### config.mk
export PLATFORM = sky130hd
export DESIGN_NAME = rx_mac_interface
export DESIGN_NICKNAME = d
export VERILOG_FILES = /design/src/rtl/rx_mac_interface_pkg.sv /design/src/rtl/rx_mac_interface.sv
export SDC_FILE = /design/constraint.sdc
export NUM_CORES = 1
export LEC_CHECK = 0
export BUFFER_PORTS_ARGS = -buffer_cell sky130_fd_sc_hd__buf_2
export CAP_MARGIN = 20
export CORE_MARGIN = 2
export CORE_UTILIZATION = 48
export DETAILED_ROUTE_END_ITERATION = 12
export PLACE_DENSITY = 0.77
export SLEW_MARGIN = 20
export SYNTH_ARGS = -nofsm -noshare
export SYNTH_HDL_FRONTEND = slang
export SYNTH_SLANG_ARGS = --single-unit
export TNS_END_PERCENT = 100
### constraint.sdc
create_clock -name clk -period 4.15 [get_ports clk]
set_input_delay 0 -clock clk [delete_from_list [all_inputs] [get_ports clk]]
set_output_delay 0 -clock clk [all_outputs]
set_load 0.02 [all_outputs]
### src/rtl/rx_mac_interface_pkg.sv
// Shared definitions for the MAC RX/TX frame-ring paths: FSM states, ring geometry,
// header field layout and a byte-valid popcount helper.
package rx_mac_interface_pkg;

    typedef enum logic [2:0] {
        StIdle,
        StRecv,
        StHdr,
        StCommit,
        StDrop
    } rx_state_e;

    localparam int unsigned RING_DEPTH    = 512;
    localparam int unsigned PTR_W         = 10;
    localparam int unsigned ADDR_W        = 9;
    localparam int unsigned BYTE_CNT_W    = 16;
    localparam int unsigned HDR_BYTES_MSB = 63;
    localparam int unsigned HDR_BYTES_LSB = 32;

    function automatic logic [3:0] popcount8(input logic [7:0] v);
        logic [3:0] cnt;
        cnt = '0;
        for (int i = 0; i < 8; i++) begin
            cnt = cnt + {3'b000, v[i]};
        end
        return cnt;
    endfunction

endpackage

### src/rtl/rx_mac_interface.sv
// Writes MAC RX frames into the frame ring as [header][data...] and publishes the
// write pointer only once a good frame is completely stored.
module rx_mac_interface
    import rx_mac_interface_pkg::*;
#(
    parameter int unsigned MAX_QWORDS = 1000
) (
    input  logic              clk,
    input  logic              reset_n,
    input  logic [63:0]       rx_data,
    input  logic [7:0]        rx_data_valid,
    input  logic              rx_good_frame,
    input  logic              rx_bad_frame,
    output logic [ADDR_W-1:0] wr_addr,
    output logic [63:0]       wr_data,
    output logic              wr_en,
    output logic [PTR_W-1:0]  commited_wr_addr,
    input  logic [PTR_W-1:0]  commited_rd_addr,
    output logic [31:0]       dropped_frames
);

    localparam int unsigned      QW_W     = $clog2(MAX_QWORDS + 1);
    localparam logic [PTR_W-1:0] PTR_ONE  = PTR_W'(1);
    localparam logic [PTR_W-1:0] PTR_FULL = PTR_W'(RING_DEPTH);

    rx_state_e              state_q, state_d;
    logic [PTR_W-1:0]       wr_ptr_q, wr_ptr_d;
    logic [PTR_W-1:0]       sof_ptr_q, sof_ptr_d;
    logic [PTR_W-1:0]       commit_q, commit_d;
    logic [31:0]            dropped_q, dropped_d;
    logic [BYTE_CNT_W-1:0]  bytes_q, bytes_d;
    logic [QW_W-1:0]        qwords_q, qwords_d;
    logic                   late_q, late_d;

    logic                   beat, frame_end, is_good, full, hdr_full, qw_limit, accept, drop_inc;
    logic [BYTE_CNT_W-1:0]  beat_bytes;

    assign beat       = |rx_data_valid;
    assign frame_end  = rx_good_frame | rx_bad_frame;
    assign is_good    = rx_good_frame & ~rx_bad_frame;
    assign full       = (wr_ptr_q - commited_rd_addr) == PTR_FULL;
    assign hdr_full   = (commit_q - commited_rd_addr) == PTR_FULL;
    assign qw_limit   = qwords_q == QW_W'(MAX_QWORDS);
    assign beat_bytes = BYTE_CNT_W'(popcount8(rx_data_valid));
    assign accept     = beat && !full &&
                        ((state_q == StIdle && !hdr_full) || (state_q == StRecv && !qw_limit));

    assign commited_wr_addr = commit_q;
    assign dropped_frames   = dropped_q;

    always_ff @(posedge clk) begin
        if (!reset_n) begin
            state_q   <= StIdle;
            wr_ptr_q  <= '0;
            sof_ptr_q <= '0;
            commit_q  <= '0;
            dropped_q <= '0;
            bytes_q   <= '0;
            qwords_q  <= '0;
            late_q    <= 1'b0;
        end else begin
            state_q   <= state_d;
            wr_ptr_q  <= wr_ptr_d;
            sof_ptr_q <= sof_ptr_d;
            commit_q  <= commit_d;
            dropped_q <= dropped_d;
            bytes_q   <= bytes_d;
            qwords_q  <= qwords_d;
            late_q    <= late_d;
        end
    end

    always_comb begin
        state_d   = state_q;
        wr_ptr_d  = wr_ptr_q;
        sof_ptr_d = sof_ptr_q;
        commit_d  = commit_q;
        bytes_d   = bytes_q;
        qwords_d  = qwords_q;
        late_d    = late_q;
        drop_inc  = 1'b0;
        unique case (state_q)
            StIdle: begin
                sof_ptr_d = commit_q;
                wr_ptr_d  = commit_q + PTR_ONE;
                if (beat && !accept) begin
                    if (frame_end) drop_inc = 1'b1;
                    else           state_d  = StDrop;
                end else if (beat && (!frame_end || is_good)) begin
                    wr_ptr_d = wr_ptr_q + PTR_ONE;
                    bytes_d  = beat_bytes;
                    qwords_d = QW_W'(1);
                    state_d  = frame_end ? StHdr : StRecv;
                end else if (frame_end) begin
                    // Bad single-beat frame, lone bad pulse or runt good pulse.
                    drop_inc = 1'b1;
                end
            end
            StRecv: begin
                if (beat && !accept) begin
                    if (frame_end) begin
                        drop_inc = 1'b1;
                        wr_ptr_d = sof_ptr_q + PTR_ONE;
                        state_d  = StIdle;
                    end else begin
                        state_d = StDrop;
                    end
                end else begin
                    if (beat) begin
                        wr_ptr_d = wr_ptr_q + PTR_ONE;
                        bytes_d  = bytes_q + beat_bytes;
                        qwords_d = qwords_q + QW_W'(1);
                    end
                    if (frame_end && is_good) begin
                        state_d = StHdr;
                    end else if (frame_end) begin
                        drop_inc = 1'b1;
                        wr_ptr_d = sof_ptr_q + PTR_ONE;
                        state_d  = StIdle;
                    end
                end
            end
            StHdr, StCommit: begin
                // A frame starting inside the header/commit gap is counted once, here.
                if (!late_q && (beat || frame_end)) drop_inc = 1'b1;
                late_d = (late_q | beat) & ~frame_end;
                if (state_q == StHdr) begin
                    commit_d = wr_ptr_q;
                    state_d  = StCommit;
                end else begin
                    sof_ptr_d = commit_q;
                    wr_ptr_d  = commit_q + PTR_ONE;
                    state_d   = late_d ? StDrop : StIdle;
                end
            end
            StDrop: begin
                if (frame_end) begin
                    if (!late_q) drop_inc = 1'b1;
                    late_d   = 1'b0;
                    wr_ptr_d = sof_ptr_q + PTR_ONE;
                    state_d  = StIdle;
                end
            end
            default: state_d = StIdle;
        endcase
        dropped_d = dropped_q + 32'(drop_inc);
    end

    always_comb begin
        wr_en   = 1'b0;
        wr_addr = wr_ptr_q[ADDR_W-1:0];
        wr_data = '0;
        if (state_q == StHdr) begin
            wr_en   = 1'b1;
            wr_addr = sof_ptr_q[ADDR_W-1:0];
            wr_data[HDR_BYTES_MSB:HDR_BYTES_LSB] = 32'(bytes_q);
        end else if (accept) begin
            wr_en   = 1'b1;
            wr_data = rx_data;
        end
        if (!reset_n) begin
            wr_en   = 1'b0;
            wr_data = '0;
        end
    end

endmodule
==> qor.txt <==
=================================================================================================================
Post-synthesis average cell area ...................................................................     7.45 um2
Clock sink count ...................................................................................           92
Xor/xnor share of the synthesized area .............................................................        10.8%
Data required time of the worst path ...............................................................      4.37 ns
Dominant combinational cell family by area after synthesis ......................................... simple AND/OR/NAND/NOR gates
Number of antenna violations at the first check in global routing ..................................            0
X dimension of the die .............................................................................       126 um
Final HPWL DP ......................................................................................     15600 um
Worst setup margin .................................................................................     0.132 ns
Fin crit share .....................................................................................        96.8%
Final RePlAce weighted congestion ..................................................................        0.902
Number of global-route vias before repair ..........................................................         6786
Number of nets still failing antenna checks after routing ..........................................            0
Worst vdd ir .......................................................................................       288 uV
Max-Cap Viols ......................................................................................            0
First-pass GRT wire length .........................................................................     34800 um
Final non-filler cell area .........................................................................     8790 um2
Synth async-reset ratio ............................................................................           0%
TritonCTS clock tree ...............................................................................         done
Kind of path behind the tightest hold check ........................................................ primary input to flop
Pre-CTS setup slack ................................................................................     0.128 ns
Number of nets in the synthesized netlist ..........................................................         1078
Power per unit of standard cell area ...............................................................   579 nW/um2
DRC viols ..........................................................................................            0
Clock latency on the worst-skew pair ...............................................................      0.35 ns
Arrival @ worst endpoint ...........................................................................      4.24 ns
Count of pins on the block boundary ................................................................          202
Cells along the critical path ...................................................................... ha_1, and2_1, a221o_1, a31o_2, xor2_1, a2111oi_4, o31ai_2, nand2_1, a31oi_1, o32ai_2, ha_2, and3_1, nand3_1, nor3_2, nand4_1, xor2_1, nor2_1
Count of warnings emitted by yosys .................................................................            0
Arithmetic-cell share of the synthesized area counting full adders, half adders and majority gates .        7.22%
Worst setup skew after layout ......................................................................    0.0111 ns
Cell occurring most often along the worst timing path ..............................................       xor2_1
Number of antenna cells inserted ...................................................................            0
Area of placed instances ...........................................................................     8420 um2
Worst slew slack as a fraction of its limit ........................................................        34.3%
Floorplan die area .................................................................................    15800 um2
CP endpoint kind ...................................................................................         flop
Total clock buffers created by CTS .................................................................            9
Leak Pwr ...........................................................................................      4.21 nW
Library cells used by synthesis ....................................................................           76
Vias per inst ......................................................................................         5.54
Number of instances in the synthesized netlist .....................................................          954
Compound-Gate Fraction of Synth Area ...............................................................        15.9%
Actual slew at the worst max-slew pin ..............................................................     0.958 ns
Area of the core ...................................................................................    14500 um2
Synth Cell Area ....................................................................................     7100 um2
Number of placement rows ...........................................................................           44
Clock transition at path regs ......................................................................      0.07 ns
Number of buffers added on ports ...................................................................          201
Net count reported at finish .......................................................................         1275
Flip-flop and latch count after synthesis ..........................................................           92
Type of the worst setup path ....................................................................... flop to flop
Pin count of the biggest net entering global routing ...............................................           49
Outcome ............................................................................................    completed
Cell type of the slowest stage on the worst timing path ............................................         ha_1
Post-route minimum period ..........................................................................      4.02 ns
First-iteration detailed-routing DRC count .........................................................          604
Critical path fanouts, max .........................................................................            5
Non-filler cells, final ............................................................................         1340
Core occupancy in the finished layout ..............................................................        60.7%
Max Transition Viols Final .........................................................................            0
Cells after DPL ....................................................................................         1322
Ratio of cells with drive above 1 in the final layout ..............................................        25.5%
Endpoints failing hold .............................................................................            0
Initial Util .......................................................................................        49.1%
Total routed wirelength ............................................................................     21800 um
# setup viols final ................................................................................            0
Multiplexer area fraction after synthesis ..........................................................        4.95%
Area fraction in and, or, nand and nor cells after synthesis .......................................        29.7%
Global-route congestion overflow total .............................................................            0
Most frequently used flop master after synthesis ...................................................      dfxtp_1
Clock Root Buffer ..................................................................................    clkbuf_16
Fmax ...............................................................................................      249 MHz
Delay of the slowest critical-path stage ...........................................................      0.35 ns
Detailed Routing Iterations Pass 1 .................................................................            5
Area overhead of the layout relative to synthesis ..................................................        23.7%
Longest Clk Path Bufs ..............................................................................            2
Via count of the routed design .....................................................................         7430
Critical path startpoint category ..................................................................         flop
Routed wire length per instance ....................................................................      16.3 um
Worst Hold Slack ...................................................................................     0.139 ns
DIE HEIGHT .........................................................................................       126 um
Total routing usage reported by global routing .....................................................        26.7%
# H-tree levels ....................................................................................            3
Number of flops mapped to enable cells by yosys ....................................................            0
Sequential-to-total area share from yosys stat .....................................................        25.9%
=================================================================================================================
[timing repair]
item	in CTS	in global routing
endpoints found under the setup margin	0	15
gates resized for setup	0	14
hold buffers	0	0
buffers inserted	0	2
[path summary, 6_finish.rpt]
path | endpoint | slack [ns] | cells after the start | from
worst min-delay path | state_q[1] | 0.14 | 4 | rx_good_frame
worst min register to register | bytes_q[13] | 0.51 | 2 | bytes_q[13]
worst max register to register | dropped_frames[31] | 0.13 | 17 | commited_wr_addr[4]
worst max-delay path | dropped_frames[31] | 0.13 | 17 | commited_wr_addr[4]
[state kept, by name (all words and copies together) (netlist names)]
| signal | cells |
|---|---|
| dropped_frames | 32 |
| bytes_q | 16 |
| wr_ptr_q | 10 |
| qwords_q | 10 |
| sof_ptr_q | 10 |
| late_q | 1 |
| state_q | 3 |
| commited_wr_addr | 10 |
[critical path: cells and delay by family (launching register included)]
kind                     cells  cell delay (ns)
AND/OR/NAND/NOR              7             1.23
flip-flops                   1             0.32
XOR/XNOR                     2             0.32
adder cells (fa/ha/maj)      2             0.58
AO/OA/AOI/OAI                6             1.47
[synthesized netlist by cell type (4+ instances only)]
master | instances | share of area (%)
ha_1 | 33 | 5.8
and3_1 | 19 | 1.7
a211oi_1 | 5 | 0.53
nor2b_1 | 5 | 0.44
mux2i_1 | 34 | 4.8
fa_1 | 5 | 1.4
nand4_1 | 15 | 1.3
nand2b_1 | 7 | 0.62
nand2_1 | 132 | 7.0
nand4b_1 | 4 | 0.49
inv_1 | 33 | 1.7
o21ai_0 | 34 | 2.4
xnor2_1 | 20 | 2.5
a21o_1 | 5 | 0.53
xor2_1 | 68 | 8.4
and2_1 | 57 | 5.0
o211ai_1 | 5 | 0.53
buf_1 | 4 | 0.21
nor4_1 | 4 | 0.35
nor2_1 | 109 | 5.8
dfxtp_1 | 92 | 26
buf_2 | 6 | 0.42
a31oi_1 | 5 | 0.44
a21oi_1 | 68 | 4.8
nor3_1 | 11 | 0.77
clkbuf_1 | 46 | 2.4
nand3_1 | 45 | 3.2
a22oi_1 | 7 | 0.74
a221oi_1 | 5 | 0.62
[layout by cell type, fill, tap and decap left out, types with 5 or more instances in the layout]
cell type / n
buf_2: 201
nand2_1: 132
nor2_1: 105
dfxtp_1: 91
xor2_1: 68
a21oi_1: 68
and2_1: 57
buf_4: 46
nand3_1: 44
mux2i_1: 34
o21ai_0: 33
inv_1: 32
ha_1: 29
xnor2_1: 20
and3_1: 19
nand4_1: 15
clkbuf_16: 9
nor3_1: 8
nand2b_1: 7
a22oi_1: 7
a21o_1: 5
nor2b_1: 5
o211ai_1: 5
a31oi_1: 5
a221oi_1: 5
a211oi_1: 5
fa_1: 5
[kinds of logic (layout without fill, tap and decap cells)]
| logic type | after synthesis | after routing |
|---|---|---|
| AND/OR/NAND/NOR | 434 | 434 |
| multiplexers | 35 | 35 |
| XOR/XNOR | 88 | 88 |
| buffers and inverters | 94 | 296 |
| flip-flops | 92 | 92 |
| AO/OA/AOI/OAI | 173 | 173 |
| adder cells (fa/ha/maj) | 38 | 38 |
[per-stage QoR]
stage	setup TNS, ns	power, mW
after CTS	0	5.01
after detailed placement	0	4.20
after floorplan	0	3.32
after global routing	-0.350	5.40
after global placement	0	4.17
final	0	5.09
[area by class of cell]
type                       instances  area (um2)
fill                            1347        5690
multi-input combinational        768        4950
sequential                        92        1840
timing repair buffer             247        1350
clock buffer                      12         256
tap                              184         230
inverter                          33         124
clock inverter                     4        30.0
[layer usage]
layer | vias to the layer above | GRT usage (%) | part of all wire (%)
met3 | 49 | 5.23 | 8.1
li1 | 3659 | - | -
met2 | 317 | 41.2 | 45
met5 | - | 0 | 0
met1 | 3405 | 37.7 | 44
met4 | 0 | 8.17 | 2.4
[power by group]
group          internal, mW  total [mW]  switching, mW
registers             0.978        1.05         0.0752
logic                  1.16        3.23           2.06
clock network         0.443       0.806          0.363
No activity file was read; power rests on OpenSTA's default activity.
